**src/rtl/watchdog_pkg.sv**
```systemverilog
// Shared types for the multi-channel watchdog: channel mode encoding and
// the channel-select width helper.
package watchdog_pkg;

  typedef enum logic {WDG_RELOAD = 1'b0, WDG_ONESHOT = 1'b1} wdg_mode_t;

  function automatic int sel_width(input int ch);
    return (ch > 1) ? $clog2(ch) : 1;
  endfunction

endpackage

```
**src/rtl/watchdog_mc_if.sv**
```systemverilog
// Configuration / kick / ack bus and per-channel status outputs of watchdog_mc.
interface watchdog_mc_if
  import watchdog_pkg::*;
#(
  parameter int N  = 8,
  parameter int CH = 4,
  parameter int SW = sel_width(CH)
);

  logic          i_we;
  logic [SW-1:0] i_sel;
  logic [N-1:0]  i_cycles;
  logic          i_mode;
  logic [CH-1:0] i_kick;
  logic [CH-1:0] i_ack;
  logic [CH-1:0] o_pend;
  logic [CH-1:0] o_ovf;
  logic          o_irq;
  logic [CH-1:0] o_active;

  modport master (
    output i_we, i_sel, i_cycles, i_mode, i_kick, i_ack,
    input  o_pend, o_ovf, o_irq, o_active
  );

  modport slave (
    input  i_we, i_sel, i_cycles, i_mode, i_kick, i_ack,
    output o_pend, o_ovf, o_irq, o_active
  );

endinterface

```
**src/rtl/watchdog_ch.sv**
```systemverilog
// One watchdog channel: period/count registers, expiry, sticky pend/overrun.
// Flags are registered; o_active is decoded from registered state only.
module watchdog_ch
  import watchdog_pkg::*;
#(
  parameter int N = 8
) (
  input  logic         i_clk_p,
  input  logic         i_rst_n,
  input  logic         i_we,
  input  logic [N-1:0] i_cycles,
  input  logic         i_mode,
  input  logic         i_kick,
  input  logic         i_ack,
  output logic         o_pend,
  output logic         o_ovf,
  output logic         o_active
);

  typedef struct packed {
    logic [N-1:0] cycles;
    logic [N-1:0] count;
    wdg_mode_t    mode;
    logic         halt;
    logic         pend;
    logic         ovf;
  } wdg_ch_state_t;

  wdg_ch_state_t st_q, st_d;
  logic          enabled;
  logic          run;
  logic          expire;

  always_comb begin
    enabled = (st_q.cycles != '0);
    run     = enabled && !st_q.halt;
    expire  = run && (st_q.count == '0) && !i_we && !i_kick;
    st_d    = st_q;

    if (i_we) begin
      st_d.cycles = i_cycles;
      st_d.count  = i_cycles;
      st_d.mode   = wdg_mode_t'(i_mode);
      st_d.halt   = 1'b0;
    end else if (i_kick && enabled) begin
      st_d.count = st_q.cycles;
      st_d.halt  = 1'b0;
    end else if (expire) begin
      // One-shot parks at zero; only a write or kick restarts it.
      if (st_q.mode == WDG_ONESHOT) begin
        st_d.halt = 1'b1;
      end else begin
        st_d.count = st_q.cycles;
      end
    end else if (run) begin
      st_d.count = st_q.count - N'(1);
    end

    // A coincident ack consumes the old expiry, so no overrun is recorded.
    if (expire) begin
      st_d.pend = 1'b1;
      st_d.ovf  = !i_ack && (st_q.pend || st_q.ovf);
    end else if (i_ack) begin
      st_d.pend = 1'b0;
      st_d.ovf  = 1'b0;
    end
  end

  always_ff @(posedge i_clk_p) begin
    if (!i_rst_n) begin
      st_q <= '0;
    end else begin
      st_q <= st_d;
    end
  end

  assign o_pend   = st_q.pend;
  assign o_ovf    = st_q.ovf;
  assign o_active = run;

endmodule

```
**src/rtl/watchdog_mc.sv**
```systemverilog
// Multi-channel timeout watchdog: decodes writes to CH channel instances and
// merges their sticky expiry flags into a single interrupt.
module watchdog_mc
  import watchdog_pkg::*;
#(
  parameter int N  = 8,
  parameter int CH = 4,
  parameter int SW = sel_width(CH)
) (
  input  logic          i_clk_p,
  input  logic          i_rst_n,
  watchdog_mc_if.slave  bus
);

  logic [CH-1:0] we_ch;
  logic [CH-1:0] pend_w;
  logic [CH-1:0] ovf_w;
  logic [CH-1:0] act_w;

  for (genvar k = 0; k < CH; k++) begin : g_ch
    // Select values with no matching channel simply produce no write enable.
    assign we_ch[k] = bus.i_we && (bus.i_sel == SW'(k));

    watchdog_ch #(.N(N)) u_ch (
      .i_clk_p  (i_clk_p),
      .i_rst_n  (i_rst_n),
      .i_we     (we_ch[k]),
      .i_cycles (bus.i_cycles),
      .i_mode   (bus.i_mode),
      .i_kick   (bus.i_kick[k]),
      .i_ack    (bus.i_ack[k]),
      .o_pend   (pend_w[k]),
      .o_ovf    (ovf_w[k]),
      .o_active (act_w[k])
    );
  end

  assign bus.o_pend   = pend_w;
  assign bus.o_ovf    = ovf_w;
  assign bus.o_active = act_w;
  assign bus.o_irq    = |pend_w;

endmodule
```
**src/flat_wrapper.sv**
```systemverilog
// flat-port wrapper written by rule: the top's interface ports become plain ports
module watchdog_mc_flat import watchdog_pkg::*;
#(
  parameter int N  = 8,
  parameter int CH = 4,
  parameter int SW = sel_width(CH)
)
  (i_clk_p, i_rst_n, bus_i_we, bus_i_sel, bus_i_cycles, bus_i_mode, bus_i_kick, bus_i_ack, bus_o_pend, bus_o_ovf, bus_o_irq, bus_o_active);
  watchdog_mc_if #(.N(N), .CH(CH), .SW(SW)) bus_i ();
  input  logic i_clk_p;
  input  logic i_rst_n;
  input wire logic [$bits(bus_i.i_we)-1:0] bus_i_we;
  input wire logic [$bits(bus_i.i_sel)-1:0] bus_i_sel;
  input wire logic [$bits(bus_i.i_cycles)-1:0] bus_i_cycles;
  input wire logic [$bits(bus_i.i_mode)-1:0] bus_i_mode;
  input wire logic [$bits(bus_i.i_kick)-1:0] bus_i_kick;
  input wire logic [$bits(bus_i.i_ack)-1:0] bus_i_ack;
  output wire logic [$bits(bus_i.o_pend)-1:0] bus_o_pend;
  output wire logic [$bits(bus_i.o_ovf)-1:0] bus_o_ovf;
  output wire logic [$bits(bus_i.o_irq)-1:0] bus_o_irq;
  output wire logic [$bits(bus_i.o_active)-1:0] bus_o_active;
  assign bus_i.i_we = bus_i_we;
  assign bus_i.i_sel = bus_i_sel;
  assign bus_i.i_cycles = bus_i_cycles;
  assign bus_i.i_mode = bus_i_mode;
  assign bus_i.i_kick = bus_i_kick;
  assign bus_i.i_ack = bus_i_ack;
  assign bus_o_pend = bus_i.o_pend;
  assign bus_o_ovf = bus_i.o_ovf;
  assign bus_o_irq = bus_i.o_irq;
  assign bus_o_active = bus_i.o_active;
  watchdog_mc #(.N(N), .CH(CH), .SW(SW)) u_core (.i_clk_p(i_clk_p), .i_rst_n(i_rst_n), .bus(bus_i));
endmodule
```
**config.mk**
```make
export PLATFORM = sky130hd
export DESIGN_NAME = watchdog_mc_flat
export DESIGN_NICKNAME = d
export VERILOG_FILES = /design/src/rtl/watchdog_pkg.sv /design/src/rtl/watchdog_mc_if.sv /design/src/rtl/watchdog_ch.sv /design/src/rtl/watchdog_mc.sv /design/src/flat_wrapper.sv
export SDC_FILE = /design/constraint.sdc
export NUM_CORES = 1
export LEC_CHECK = 0
export ABC_AREA = 1
export CAP_MARGIN = 40
export CORE_MARGIN = 2
export CORE_UTILIZATION = 48
export CTS_CLUSTER_SIZE = 20
export DETAILED_ROUTE_END_ITERATION = 8
export GPL_ROUTABILITY_DRIVEN = 0
export PLACE_DENSITY = 0.76
export SYNTH_ARGS = -nofsm -noshare
export SYNTH_HDL_FRONTEND = slang
export SYNTH_HIERARCHICAL = 1
export SYNTH_SLANG_ARGS = --single-unit
```
**constraint.sdc**
```tcl
create_clock -name i_clk_p -period 1.9 [get_ports i_clk_p]
set_clock_uncertainty 0.05 [all_clocks]
set_input_delay 0.19 -clock i_clk_p [delete_from_list [all_inputs] [get_ports i_clk_p]]
set_output_delay 0.19 -clock i_clk_p [all_outputs]
set_load 0.02 [all_outputs]
```
==> impl_metrics.csv <==
group,metric,value,unit
global_routing,grt_use_met1,0.283,
worst_setup_path,cp.required,1.66,ns
timing,holdWs,0.209,ns
timing,min_period,1.75,ns
die,dieArea,10800,um^2
worst_setup_path,arrival,1.51,ns
finish,drive_above_1_share,0.125,
worst_setup_path,rr_startpoint,"u_core/g_ch[1].u_ch/st_q[4]",
global_routing,track_usage,0.229,
worst_setup_path,cp_slowest_cell,"clkdlybuf4s50_1",
pwr,irDropWorstVdd,470,uV
place,dp_hpwl,8960,um
yosys,synth_warnings,6,
place,port_buffers,34,
drt,drt_wl_total,12200,um
timing,setup_viol,0,
worst_setup_path,path_delay_family,"buffers and inverters",
timing,finalHoldViolations,0,
worst_setup_path,r2r-end,"u_core/g_ch[1].u_ch/st_q[8]",
clock_network,cts.sinks,80,
worst_setup_path,critPathBufInv,1,
die,start_util,0.493,
finish,area_growth,15.9,%
global_routing,antenna_found_initial,0,
global_routing,globalRouteMet3Util,0.0407,
clock_network,hold_buffers,0,
clock_network,clockBufferDepth,2,
pwr,p_leak,0.00281,uW
worst_setup_path,slowest_delay,0.59,ns
yosys,ys_async_sr_fraction,0,
die,die-height,104,um
clock_network,cts_buffers,9,
timing,slew_headroom,0.752,
global_routing,grt_pass1_wl,20500,um
finish,final_core_util,0.572,
status,status,"finished clean",
yosys,synth_flop_cell,"dfxtp_1",
yosys,synthTopCellsByArea,"dfxtp_1 (33%), nand2_1 (19%), inv_1 (8.3%)",
clock_network,root_buffer,"clkbuf_8",
die,ios,35,
worst_setup_path,crit_start,"u_core/g_ch[3].u_ch/o_pend",
die,die_w,104,um
yosys,syn-num-nets,785,
drt,vias,4764,
clock_network,path_clk_slew,0.08,ns
worst_setup_path,r2r_cells,11,
finish,fin_nets,835,
clock_network,clk_latency,0.35,ns
yosys,yosysMostFrequentCell,"nand2_1",
worst_setup_path,crit_chain,"nor2_1 > nand2_1 > clkdlybuf4s50_1",
flow_run,maxCapViolCount,0,
worst_setup_path,worstSetupStartpointType,"flip-flop",
global_routing,gr-usage-met2,0.407,
worst_setup_path,r2r_slack,0.15,ns
yosys,synth_top_area_share,0.334,
yosys,synth-edff-count,0,
worst_setup_path,crit_type,"reg2out",
timing,rsz0062_at_grt,"no",
drt,wl_per_cell,12.9,um
clock_network,cts_setup_buffers,0,
yosys,synthTopCellsByCount,"nand2_1 (243), inv_1 (106), nor2_1 (98)",
hold_path,hold_class,"in2reg",
yosys,netlist-cell-type-count,21,
global_routing,grt.busiest_layer,"met2",
finish,antennaDiodeCount,0,
drt,ant_nets,0,
yosys,ys_seq_area_frac,0.334,
drt,drcViolationCount,0,
yosys,syn_inst,755,
global_routing,grt_pass1_vias,4644,
drt,routed_via_density,5.06,
die,core,9730,um^2
yosys,synth_top_area_cell,"dfxtp_1",
clock_network,cts_max_level,3,
timing,worstMarginPinSlew,0.372,ns
yosys,synth-seq-cells,80,
timing,post-route-period-util,0.924,
drt,first_pass_iters,5,
worst_setup_path,crit_cells,3,
worst_setup_path,crit_path_end_kind,"output port",
global_routing,overflow,0,
hold_path,min_delay_path_depth,3,
die,rows,36,
timing,slew_violations,0,
worst_setup_path,crit_path_end,"bus_o_irq",
pwr,p_per_area,946,nW/um^2
global_routing,grt_max_degree,20,
timing,max_freq,570,MHz
yosys,syn_area,4800,um^2
yosys,syn_area_per_cell,6.36,um^2
drt,drtIter0Drc,254,
worst_setup_path,critPathMaxFanout,3,
clock_network,cts_tree,"yes",
## sequential cells by signal, summed over array words and instances, names as in the netlist
register / flops
u_core/g_ch.u_ch/st_q: 72
u_core/g_ch.u_ch/o_pend: 4
u_core/g_ch.u_ch/o_ovf: 4
## where the power goes
| part | leakage [uW] | switching (uW) | internal [uW] |
|---|---|---|---|
| Clock | 0.000102 | 619 | 710 |
| Combinational | 0.00205 | 1190 | 750 |
| Sequential | 0.000655 | 151 | 1840 |
## per-layer routing
metal | up-vias | share of wire
met5 | - | 0
met4 | 0 | 0.011
li1 | 2409 | -
met1 | 2215 | 0.45
met3 | 15 | 0.047
met2 | 125 | 0.49
## tightest hold or removal path, delay by kind of cell
kind	cells	cell delay, ns
AO/OA/AOI/OAI	1	0.03
buffers and inverters	1	0.22
AND/OR/NAND/NOR	1	0.11
## how the worst min path moves through the flow
stage | from | endpoint
floorplan | bus_i_mode | u_core/g_ch[0].u_ch/st_q[3]
global placement | u_core/g_ch[3].u_ch/o_ovf | u_core/g_ch[3].u_ch/o_ovf
detailed placement | u_core/g_ch[0].u_ch/o_ovf | u_core/g_ch[0].u_ch/o_ovf
CTS | i_rst_n | u_core/g_ch[0].u_ch/st_q[2]
global route | i_rst_n | u_core/g_ch[0].u_ch/st_q[2]
finish | i_rst_n | u_core/g_ch[0].u_ch/st_q[2]
## final cells by class
class,instances,area (um^2)
clock inverter,2,37.5
tap,133,166
timing repair buffer,55,488
sequential,80,1600
clock buffer,13,169
fill,960,4170
multi-input combinational,545,2670
inverter,114,428
## timing repair
| action | 4_1_cts | 5_1_grt |
|---|---|---|
| endpoints found under the setup margin | 4 | 4 |
| gates resized for setup | 4 | 1 |
| pin swaps | 0 | 0 |
## per-stage QoR
step	area [um^2]	std cells	setup TNS [ns]	setup slack [ns]	total power (uW)
global route	5560	942	0	0.0417	5630
CTS	5560	942	0	0.141	5290
global placement	5360	927	-0.856	-0.0552	3890
finish	5560	942	0	0.145	5270
detailed placement	5360	927	-1.30	-0.0963	3960
floorplan	4800	755	0	0.428	3540
## placed cells by master, fill, tap and decap left out
cell type	instances
a21oi_2	32
nand2_4	4
xor2_1	16
nor2_4	4
clkbuf_1	1
a21oi_1	36
nand3_1	48
nor2_1	98
nand2_2	1
xnor2_1	4
nand2_1	242
nand3_2	4
dfxtp_1	80
bufinv_16	1
clkinv_1	8
inv_1	106
nor2_2	20
nand3b_1	8
buf_4	21
nor3_1	4
clkinvlp_4	1
buf_2	1
clkbuf_8	12
dlygate4sd2_1	4
o21ai_0	16
clkdlybuf4s50_1	29
ha_1	8
## cell families (layout without fill, tap and decap cells)
kind of cell,after synthesis,after routing,synth area share
AO/OA/AOI/OAI,84,84,0.113
adder cells (fa/ha/maj),8,8,0.0209
flip-flops,80,80,0.334
buffers and inverters,130,184,0.110
AND/OR/NAND/NOR,433,433,0.386
XOR/XNOR,20,20,0.0365
Power figures use the tool's default switching activity.
